File: src/rtl/trws_sweep_scheduler_pkg.sv
`default_nettype none
// ============================================================================
// Module      : trws_sweep_scheduler_pkg
// Description : Shared FSM states, pass-direction codes and passer latency
//               for the TRW-S sweep scheduler.
// Revision    : 1.0 - initial release
// ============================================================================
package trws_sweep_scheduler_pkg;

    typedef enum logic [2:0] {
        S_IDLE       = 3'd0,
        S_FWD        = 3'd1,
        S_BWD        = 3'd2,
        S_PASS_DRAIN = 3'd3,
        S_DONE       = 3'd4
    } state_t;

    localparam logic c_dir_fwd = 1'b0;
    localparam logic c_dir_bwd = 1'b1;

    // Cycles from a push until the message passer returns its result.
    localparam int c_passer_latency = 8;

endpackage
`default_nettype wire

File: src/rtl/trws_addr_fifo.sv
`default_nettype none
// ============================================================================
// Module      : trws_addr_fifo
// Description : Synchronous FIFO holding {address, direction} of requests
//               in flight in the message passer; combinational head read.
// Revision    : 1.0 - initial release
// ============================================================================
module trws_addr_fifo #(
    parameter int DATA_WIDTH = 17,
    parameter int DEPTH      = 8
) (
    input  logic                    clk,
    input  logic                    rst,
    input  logic                    i_push,
    input  logic                    i_pop,
    input  logic [DATA_WIDTH-1:0]   i_wdata,
    output logic [DATA_WIDTH-1:0]   o_rdata,
    output logic                    o_full,
    output logic                    o_empty,
    output logic [$clog2(DEPTH):0]  o_count
);

    localparam int               c_ptr_w      = $clog2(DEPTH);
    localparam logic [c_ptr_w:0] c_full_count = (c_ptr_w + 1)'(DEPTH);

    logic [DATA_WIDTH-1:0] r_mem [DEPTH];
    logic [c_ptr_w-1:0]    r_wr_ptr;
    logic [c_ptr_w-1:0]    r_rd_ptr;
    logic [c_ptr_w:0]      r_count;
    logic                  w_do_push;
    logic                  w_do_pop;

    assign w_do_push = i_push && (r_count != c_full_count);
    assign w_do_pop  = i_pop && (r_count != '0);

    always_ff @(posedge clk) begin
        if (rst) begin
            r_wr_ptr <= '0;
            r_rd_ptr <= '0;
            r_count  <= '0;
        end else begin
            if (w_do_push) r_wr_ptr <= r_wr_ptr + c_ptr_w'(1);
            if (w_do_pop)  r_rd_ptr <= r_rd_ptr + c_ptr_w'(1);
            case ({w_do_push, w_do_pop})
                2'b10:   r_count <= r_count + (c_ptr_w + 1)'(1);
                2'b01:   r_count <= r_count - (c_ptr_w + 1)'(1);
                default: r_count <= r_count;
            endcase
        end
    end

    always_ff @(posedge clk) begin
        if (w_do_push) r_mem[r_wr_ptr] <= i_wdata;
    end

    assign o_rdata = r_mem[r_rd_ptr];
    assign o_full  = (r_count == c_full_count);
    assign o_empty = (r_count == '0);
    assign o_count = r_count;

endmodule
`default_nettype wire

File: src/rtl/trws_sweep_scheduler.sv
`default_nettype none
// ============================================================================
// Module      : trws_sweep_scheduler
// Description : Issues pixel addresses in alternating forward/backward
//               raster sweeps and matches returning passer results to them.
// Revision    : 1.0 - initial release
// ============================================================================
module trws_sweep_scheduler
    import trws_sweep_scheduler_pkg::*;
#(
    parameter int ADDR_WIDTH = 16,
    parameter int DIM_WIDTH  = 8,
    parameter int ITER_WIDTH = 8,
    parameter int FIFO_DEPTH = 8
) (
    input  logic                  clk,
    input  logic                  rst,
    input  logic                  start,
    input  logic [DIM_WIDTH-1:0]  width_px,
    input  logic [DIM_WIDTH-1:0]  height_px,
    input  logic [ITER_WIDTH-1:0] iterations,
    input  logic                  strict_hazard,
    input  logic                  stall,
    output logic                  push,
    output logic [ADDR_WIDTH-1:0] issue_addr,
    output logic                  issue_dir,
    input  logic                  passer_valid,
    output logic                  wb_en,
    output logic [ADDR_WIDTH-1:0] wb_addr,
    output logic                  wb_dir,
    output logic                  busy,
    output logic                  done,
    output logic                  error,
    output logic [ITER_WIDTH-1:0] iter_count
);

    localparam int c_prod_w = 2 * DIM_WIDTH;
    localparam int c_cnt_w  = $clog2(FIFO_DEPTH) + 1;

    state_t                r_state;
    state_t                w_next_state;
    logic [ADDR_WIDTH-1:0] r_addr;
    logic [ADDR_WIDTH-1:0] r_total;
    logic                  r_dir;
    logic                  r_strict;
    logic                  r_error;
    logic [ITER_WIDTH-1:0] r_iterations;
    logic [ITER_WIDTH-1:0] r_iter_count;

    logic [c_prod_w-1:0]   w_product;
    logic                  w_start_accept;
    logic                  w_zero_run;
    logic                  w_issue_state;
    logic                  w_push;
    logic                  w_pop;
    logic                  w_last_issue;
    logic                  w_drained;
    logic                  w_last_iter;
    logic                  w_full;
    logic                  w_empty;
    logic [c_cnt_w-1:0]    w_count;

    // Only multiply once per run; addresses then come from the counter.
    assign w_product      = {{DIM_WIDTH{1'b0}}, width_px} * {{DIM_WIDTH{1'b0}}, height_px};
    assign w_start_accept = start && (r_state == S_IDLE);
    assign w_zero_run     = (w_product == '0) || (iterations == '0);
    assign w_issue_state  = (r_state == S_FWD) || (r_state == S_BWD);
    assign w_push         = w_issue_state && !stall && !w_full && (!r_strict || (w_count == '0));
    assign w_pop          = passer_valid && !w_empty;
    assign w_last_issue   = (r_state == S_FWD) ? (r_addr == r_total - ADDR_WIDTH'(1))
                                               : (r_addr == '0);
    assign w_drained      = (w_count == '0);
    assign w_last_iter    = ((r_iter_count + ITER_WIDTH'(1)) == r_iterations);

    always_ff @(posedge clk) begin
        if (rst) r_state <= S_IDLE;
        else     r_state <= w_next_state;
    end

    always_comb begin
        w_next_state = r_state;
        case (r_state)
            S_IDLE:       if (start) w_next_state = w_zero_run ? S_DONE : S_FWD;
            S_FWD,
            S_BWD:        if (w_push && w_last_issue) w_next_state = S_PASS_DRAIN;
            S_PASS_DRAIN: if (w_drained) begin
                              if (r_dir == c_dir_fwd) w_next_state = S_BWD;
                              else                    w_next_state = w_last_iter ? S_DONE : S_FWD;
                          end
            S_DONE:       w_next_state = S_IDLE;
            default:      w_next_state = S_IDLE;
        endcase
    end

    always_ff @(posedge clk) begin
        if (rst) begin
            r_addr       <= '0;
            r_total      <= '0;
            r_dir        <= c_dir_fwd;
            r_strict     <= 1'b0;
            r_iterations <= '0;
            r_iter_count <= '0;
            r_error      <= 1'b0;
        end else begin
            r_error <= (r_error && !w_start_accept) || (passer_valid && w_empty);
            if (w_start_accept) begin
                r_total      <= ADDR_WIDTH'(w_product);
                r_iterations <= iterations;
                r_strict     <= strict_hazard;
                r_addr       <= '0;
                r_dir        <= c_dir_fwd;
                r_iter_count <= '0;
            end else begin
                case (r_state)
                    S_FWD: if (w_push && !w_last_issue) r_addr <= r_addr + ADDR_WIDTH'(1);
                    S_BWD: if (w_push && !w_last_issue) r_addr <= r_addr - ADDR_WIDTH'(1);
                    S_PASS_DRAIN: if (w_drained) begin
                        if (r_dir == c_dir_fwd) begin
                            r_dir  <= c_dir_bwd;
                            r_addr <= r_total - ADDR_WIDTH'(1);
                        end else begin
                            r_dir        <= c_dir_fwd;
                            r_addr       <= '0;
                            r_iter_count <= r_iter_count + ITER_WIDTH'(1);
                        end
                    end
                    default: ;
                endcase
            end
        end
    end

    trws_addr_fifo #(
        .DATA_WIDTH (ADDR_WIDTH + 1),
        .DEPTH      (FIFO_DEPTH)
    ) u_addr_fifo (
        .clk     (clk),
        .rst     (rst),
        .i_push  (w_push),
        .i_pop   (w_pop),
        .i_wdata ({r_addr, r_dir}),
        .o_rdata ({wb_addr, wb_dir}),
        .o_full  (w_full),
        .o_empty (w_empty),
        .o_count (w_count)
    );

    assign push       = w_push;
    assign issue_addr = r_addr;
    assign issue_dir  = r_dir;
    assign wb_en      = w_pop;
    assign busy       = (r_state != S_IDLE);
    assign done       = (r_state == S_DONE);
    assign error      = r_error;
    assign iter_count = r_iter_count;

endmodule
`default_nettype wire
File: config.mk
export PLATFORM = sky130hd
export DESIGN_NAME = trws_sweep_scheduler
export DESIGN_NICKNAME = d
export VERILOG_FILES = /design/src/rtl/trws_sweep_scheduler_pkg.sv /design/src/rtl/trws_addr_fifo.sv /design/src/rtl/trws_sweep_scheduler.sv
export SDC_FILE = /design/constraint.sdc
export NUM_CORES = 1
export LEC_CHECK = 0
export ABC_AREA = 1
export ABC_CLOCK_PERIOD_IN_PS = 5000
export BUFFER_PORTS_ARGS = -buffer_cell sky130_fd_sc_hd__buf_2
export CAP_MARGIN = 20
export CORE_ASPECT_RATIO = 0.9
export CORE_MARGIN = 2
export CORE_UTILIZATION = 45
export DETAILED_ROUTE_END_ITERATION = 8
export PLACE_DENSITY = 0.64
export REMOVE_ABC_BUFFERS = 1
export SETUP_SLACK_MARGIN = 0.5
export SYNTH_ARGS = -nofsm -noshare
export SYNTH_HDL_FRONTEND = slang
export SYNTH_SLANG_ARGS = --single-unit
File: constraint.sdc
create_clock -name clk -period 5 [get_ports clk]
set_input_delay 1 -clock clk [delete_from_list [all_inputs] [get_ports clk]]
set_output_delay 1 -clock clk [all_outputs]
set_load 0.05 [all_outputs]
## Word level (Yosys, flattened, before mapping)

Memories as Yosys holds them, arrays and structs flattened. A register that Yosys moved wholly into a read port is not among the register bits.
Index checks and enable logic that the tools add are counted.

| operators by class | value |
|---|---|
| add/subtract/negate cells | 8 |
| multipliers | 1 |
| equal/unequal tests | 15 |
| muxes and demuxes | 19 |
| reductions and logical operators | 36 |

Operator list:

| operator | count |
|---|---|
| 16-bit two-way mux | 4 |
| 16-bit case mux with 3 select lines | 1 |
| 16-bit zero test | 2 |
| 16-bit by 1-bit subtractor with 16-bit output, second input constant | 2 |
| 3-bit two-way mux | 8 |
| 16-bit by 1-bit adder with 16-bit output, second input constant | 1 |
| 16-bit equality test | 1 |
| 8-bit by 8-bit multiplier with 16-bit output | 1 |
| 1-bit logical AND | 11 |
| 3-bit case mux with 3 select lines | 1 |
| 8-bit by 1-bit adder with 8-bit output, second input constant | 1 |
| 8-bit equality test | 1 |
| 8-bit zero test | 1 |
| 4-bit case mux with 2 select lines | 1 |
| 3-bit by 1-bit adder with 3-bit output, second input constant | 2 |
| 3-bit by 2-bit equality test with 1-bit output, second input constant | 2 |
| 1-bit zero test | 6 |
| 2-bit != test, second input constant | 3 |
| 3-bit AND reduction | 2 |
| 3-bit nonzero test | 2 |
| 4-bit by 1-bit adder with 4-bit output, second input constant | 1 |
| 4-bit equality test, second input constant | 1 |
| 4-bit zero test | 1 |
| 1-bit logical OR | 4 |
| other kinds (14) | 19 |

| storage, ports and cells | value |
|---|---|
| register bits | 64 |
| memory bits (writable) | 136 |
| output and inout port bits | 47 |
| word-level logic and storage cells | 91 |
| memories kept | 1 |

Memories:

| memory | depth | bits a word | rd ports | clocked after Yosys merged registers in | wr ports | RTL line | text |
|---|---|---|---|---|---|---|---|
| u_addr_fifo.r_mem | 8 | 17 | 1 | 1 | 1 | trws_addr_fifo.sv:26 | `logic [DATA_WIDTH-1:0] r_mem [DEPTH];` |

## Logic depth before layout (Yosys ltp)

| depth | value |
|---|---|
| depth in word-level cells | 8 |
| mapped depth | 25 |
| mapped depth without buffers | 24 |

## By module

From an unflattened synthesis, not the netlist that was laid out.

| unflattened totals | value |
|---|---|
| cells, all modules | 1,432 |
| area total of the unflattened synthesis | 12,127.9 um^2 |

Modules (own cells, without submodules):

| module | times used | cells each | area an instance (um^2) | seq. area each (um^2) |
|---|---|---|---|---|
| trws_sweep_scheduler | 1 | 957 | 6,194.7 | 1,081.0 |
| trws_addr_fifo | 1 | 475 | 5,933.2 | 4,344.2 |

## Worst setup path after synthesis

No wires, ideal clock.

| path | value |
|---|---|
| kind | input -> register |
| start | input width_px[6] |
| end | register r_state[0] |
| setup time | 0.116 ns |
| arrival | 4.616 ns |
| required time | 4.884 ns |
| path slack | 0.268 ns |
| cell stages on the path | 24 |
| buffers on the path | 1 |
| path through | clkbuf_1 nand2_1 inv_1 fa_1 inv_1 fa_1 fa_1 fa_1 inv_1 ha_1 nand2_1 nand2_1 a21oi_1 nand2_1 nand2_1 nand2_1 nand2_1 nand2_1 nor2_1 nand3_1 nand3_1 nand2_1 nand3_1 a21oi_1 |

| on the way | value |
|---|---|
| cells in the longest elaborated chain, start to end | 6 |

Ends and longest elaborated chain:

| item | RTL line | text |
|---|---|---|
| start: declaration | trws_sweep_scheduler.sv:19 | `input logic [DIM_WIDTH-1:0] width_px,` |
| 8-bit by 8-bit multiplier with 16-bit output | trws_sweep_scheduler.sv:64 | `assign w_product = {{DIM_WIDTH{1'b0}}, width_px} * {{DIM_WIDTH{1'b0}}, height_px};` |
| 16-bit zero test | trws_sweep_scheduler.sv:66 | `assign w_zero_run = (w_product == '0) \|\| (iterations == '0);` |
| 1-bit logical OR | trws_sweep_scheduler.sv:66 |  |
| 3-bit two-way mux (2 in a row) | trws_sweep_scheduler.sv:83 | `S_IDLE: if (start) w_next_state = w_zero_run ? S_DONE : S_FWD;` |
| 3-bit case mux with 3 select lines | trws_sweep_scheduler.sv:82 | `case (r_state)` |
| end signal: assignment | trws_sweep_scheduler.sv:77 | `else r_state <= w_next_state;` |
| end: declaration | trws_sweep_scheduler.sv:40 | `state_t r_state;` |

No other way between the ends. The select of a mux whose other input is x is not followed.
A chain may end at the register's enable or synchronous reset.

## Final worst setup path

| path | value |
|---|---|
| start | input height_px[4] |
| end | register r_state[0] |

| on the way | value |
|---|---|
| cells in the longest elaborated chain, start to end | 6 |

Ends and longest elaborated chain:

| item | RTL line | text |
|---|---|---|
| start: declaration | trws_sweep_scheduler.sv:20 | `input logic [DIM_WIDTH-1:0] height_px,` |
| 8-bit by 8-bit multiplier with 16-bit output | trws_sweep_scheduler.sv:64 |  |
| 16-bit zero test | trws_sweep_scheduler.sv:66 |  |
| 1-bit logical OR | trws_sweep_scheduler.sv:66 |  |
| 3-bit two-way mux (2 in a row) | trws_sweep_scheduler.sv:83 |  |
| 3-bit case mux with 3 select lines | trws_sweep_scheduler.sv:82 |  |

No other way between the ends. The select of a mux whose other input is x is not followed.

==> results.md <==
- Yosys warnings: 0
- Pwr/cell area: 598 nW/um^2
- Worst slack at placement: 0.0115 ns
- PortBufs: between 70 and 80
- CP dominant cell by count: nand2_1
- Initial antenna violation count: 0
- Clock Sink Count: between 200 and 250
- Clock root cell: clkbuf_16
- Rows: 56
- Worst Clk Skew: 0.0318 ns
- Async set-or-reset flop fraction in the synthesized netlist: 0
- Inserted Clock Buffers: 22
- Clock transition at path regs: 0.06 ns
- Yosys top cell area share: 0.341
- Die Width: 176 um
- Final Hold Viols: 0
- Hold-fix buffers, CTS: 0
- Biggest area consumer among synthesized cells: edfxtp_1
- RSZ-0062 raised after global routing: true
- Synth Cell Area: 12000 um^2
- Final instance area: 13600 um^2
- Number of I/O pins: just under 80
- Max Clk Rate: 232 MHz
- Outcome: finished, final reports clean
- Post-synth top cells: nand2_1 (265), nor2_1 (206), inv_1 (200)
- Wirelength per Cell: 15.1 um
- Setup CP Type: in -> reg
- Post-synth EDFFs: 136
- Max_cap viols: 0
- Gr ovfl total: 0
- Synth Area per Inst: 8.45 um^2
- Placed Area: 12700 um^2
- Leakage: 6.00 nW
- H-tree depth: 1
- Vias in the first global route: 9159
- Mapped Cells: 1417
- DR iter-0 viols: between 600 and 700
- Initial Utilization: 0.458
- TritonCTS clock tree: yes
- Worst Setup Slack, final: 0.689 ns
- Post-synthesis sequential area ratio: 0.453
- Nets@finish: 1609
- Setup crit end kind: flip-flop
- Slowest CP cell: fa_1
- Die Y: 159 um
- Layout Area Growth over Synthesis: 13.6%
- Synth Register Bits: 203
- Final period utilization: 0.862
- Maximum vdd drop: 234 uV
- Worst Path Buf+Inv: 3
- CP required: between 5 and 6 ns
- Ant diodes: 0
- Crit-path leading delay family: adder cells
- Worst Tran Pin Value: 1.03 ns
- Core ar.: roughly 26000 um^2
- Synth unique cells: 46
- Final slew viol count: 0
- Post-synth top flop: edfxtp_1
- Largest cells by area after synthesis: edfxtp_1 (34%), dfxtp_1 (11%), nand2_1 (8.3%), nor2_1 (6.5%), fa_1 (6.4%)
- Layout cells sized above 1: 0.114
- DR DRC count: 0
- Worst skew pair latency: about 0.52 ns
- CP cell instances: clkbuf_4 -> nand2_1 -> fa_1 -> fa_1 -> fa_1 -> fa_1 -> inv_1 -> ha_4 -> nand2_1 -> nor2_2 -> buf_4 -> nand3_1 -> nand3_1 -> nand2_1 -> nand2_1 -> nor2_1 -> nand3_2 -> nand3_2 -> nand2_1 -> nand3_1 -> a21oi_1
- Worst Hold Class: reg -> reg
- Clock buffer depth: 3
- Vias: 9562
- Vias per cell: 5.17
- Largest stage delay on the critical path: 0.57 ns
- Largest net degree at the start of global routing: about 70
- Final setup fails: 0
- CP startpoint kind: input port
- Tmin final: 4.31 ns
- RD Place Congestion: 0.872
- Detailed Place HPWL: 19300 um
- WP data arrival: 4.73 ns
- First-pass GRT wire length: 45900 um
- Fillers: 2446
- Total die area: 27900 um^2
- Count leader, synth: nand2_1
- Total GRT Usage: 0.201
- Slew Limit Headroom: 0.312
- Detailed Routing Iterations Pass 1: 7
- Critical path peak fanout: 8
- Post-Route WL: 27900 um
- Total negative slack: 0 ns
- Routed Antenna Nets: 0
-- worst min-delay path, delay by kind of cell (launching register included) --
family / cells / cell delay (ns)
flip-flops: 1 / 0.33
AND/OR/NAND/NOR: 1 / 0.05
AO/OA/AOI/OAI: 1 / 0.05
-- cell families after synthesis --
| family | share of synthesized area |
|---|---|
| adder cells (fa/ha/maj) | 0.123 |
| XOR/XNOR | 0.0213 |
| AND/OR/NAND/NOR | 0.207 |
| buffers and inverters | 0.0830 |
| AO/OA/AOI/OAI | 0.112 |
| flip-flops | 0.453 |
-- metrics by stage --
step | total power, mW | hold WS [ns] | utilization | std cells
after floorplan | 5.34 | 0.421 | - | 1366
after global placement | 6.31 | 0.433 | 0.486 | 1807
after detailed placement | 6.37 | 0.442 | 0.486 | 1807
after CTS | 8.04 | 0.458 | 0.515 | 1847
after global routing | 8.77 | 0.499 | 0.520 | 1848
final | 8.13 | 0.458 | 0.520 | 1848
-- sequential cells by signal, indices dropped and copies added, names as in the netlist, named ones only --
signal                flops
u_addr_fifo.r_rd_ptr      3
u_addr_fifo.r_wr_ptr      3
r_strict                  1
r_iterations              8
issue_addr               16
issue_dir                 1
iter_count                8
r_state                   3
r_total                  16
u_addr_fifo.o_count       4
error                     1
u_addr_fifo.r_mem       136
-- placed cells by master (no fill, tap or decap), types with 10 or more instances in the layout --
master     instances
nand2_1          258
clkbuf_16         22
a21oi_1           49
buf_2             67
a31oi_1           20
nand3_1           62
ha_1              52
fa_1              38
inv_1            200
nor2_1           201
buf_4             24
o22ai_1           42
dfxtp_1           66
nor2_2            10
nand2_2           10
o21ai_0          120
edfxtp_1         136
clkinv_1          10
xor2_1            19
-- layer usage --
layer / track usage / up-vias / wire, um
met1: 0.281 / 4512 / 13100
met3: 0.0268 / 34 / 1190
li1: - / 4818 / -
met4: 0.0462 / 0 / 572
met2: 0.333 / 198 / 13000
met5: 0 / - / 0
-- area by class of cell --
class | instances | area (um^2) | area share
Inverter | 207 | 777 | 0.0571
Tap cell | 348 | 435 | 0.0320
Multi-Input combinational cell | 956 | 5670 | 0.417
Sequential cell | 203 | 5430 | 0.399
Clock inverter | 14 | 180 | 0.0133
Clock buffer | 26 | 566 | 0.0416
Timing Repair Buffer | 94 | 538 | 0.0396
-- timing repair --
action / CTS / global route
endpoints found under the setup margin: 0 / 2
setup buffers: 0 / 1
resized for setup: 0 / 38
-- power breakdown --
| group | leakage (nW) | switching (mW) | internal (mW) |
|---|---|---|---|
| Clock | 0.359 | 0.655 | 1.02 |
| Sequential | 1.80 | 0.355 | 2.12 |
| Combinational | 3.84 | 2.70 | 1.28 |
-- worst paths after layout --
check	startpoint	to	slack, ns	cells past startpoint
max	height_px[4]	r_state[0]$_SDFFE_PP0P_	0.69	21
min	r_strict$_SDFFE_PP0P_	r_strict$_SDFFE_PP0P_	0.46	2
max reg2reg	r_state[1]$_SDFFE_PP0P_	issue_addr[12]$_SDFFE_PP0P_	1.75	14
min reg2reg	r_strict$_SDFFE_PP0P_	r_strict$_SDFFE_PP0P_	0.46	2
No activity file was read; power rests on OpenSTA's default activity.
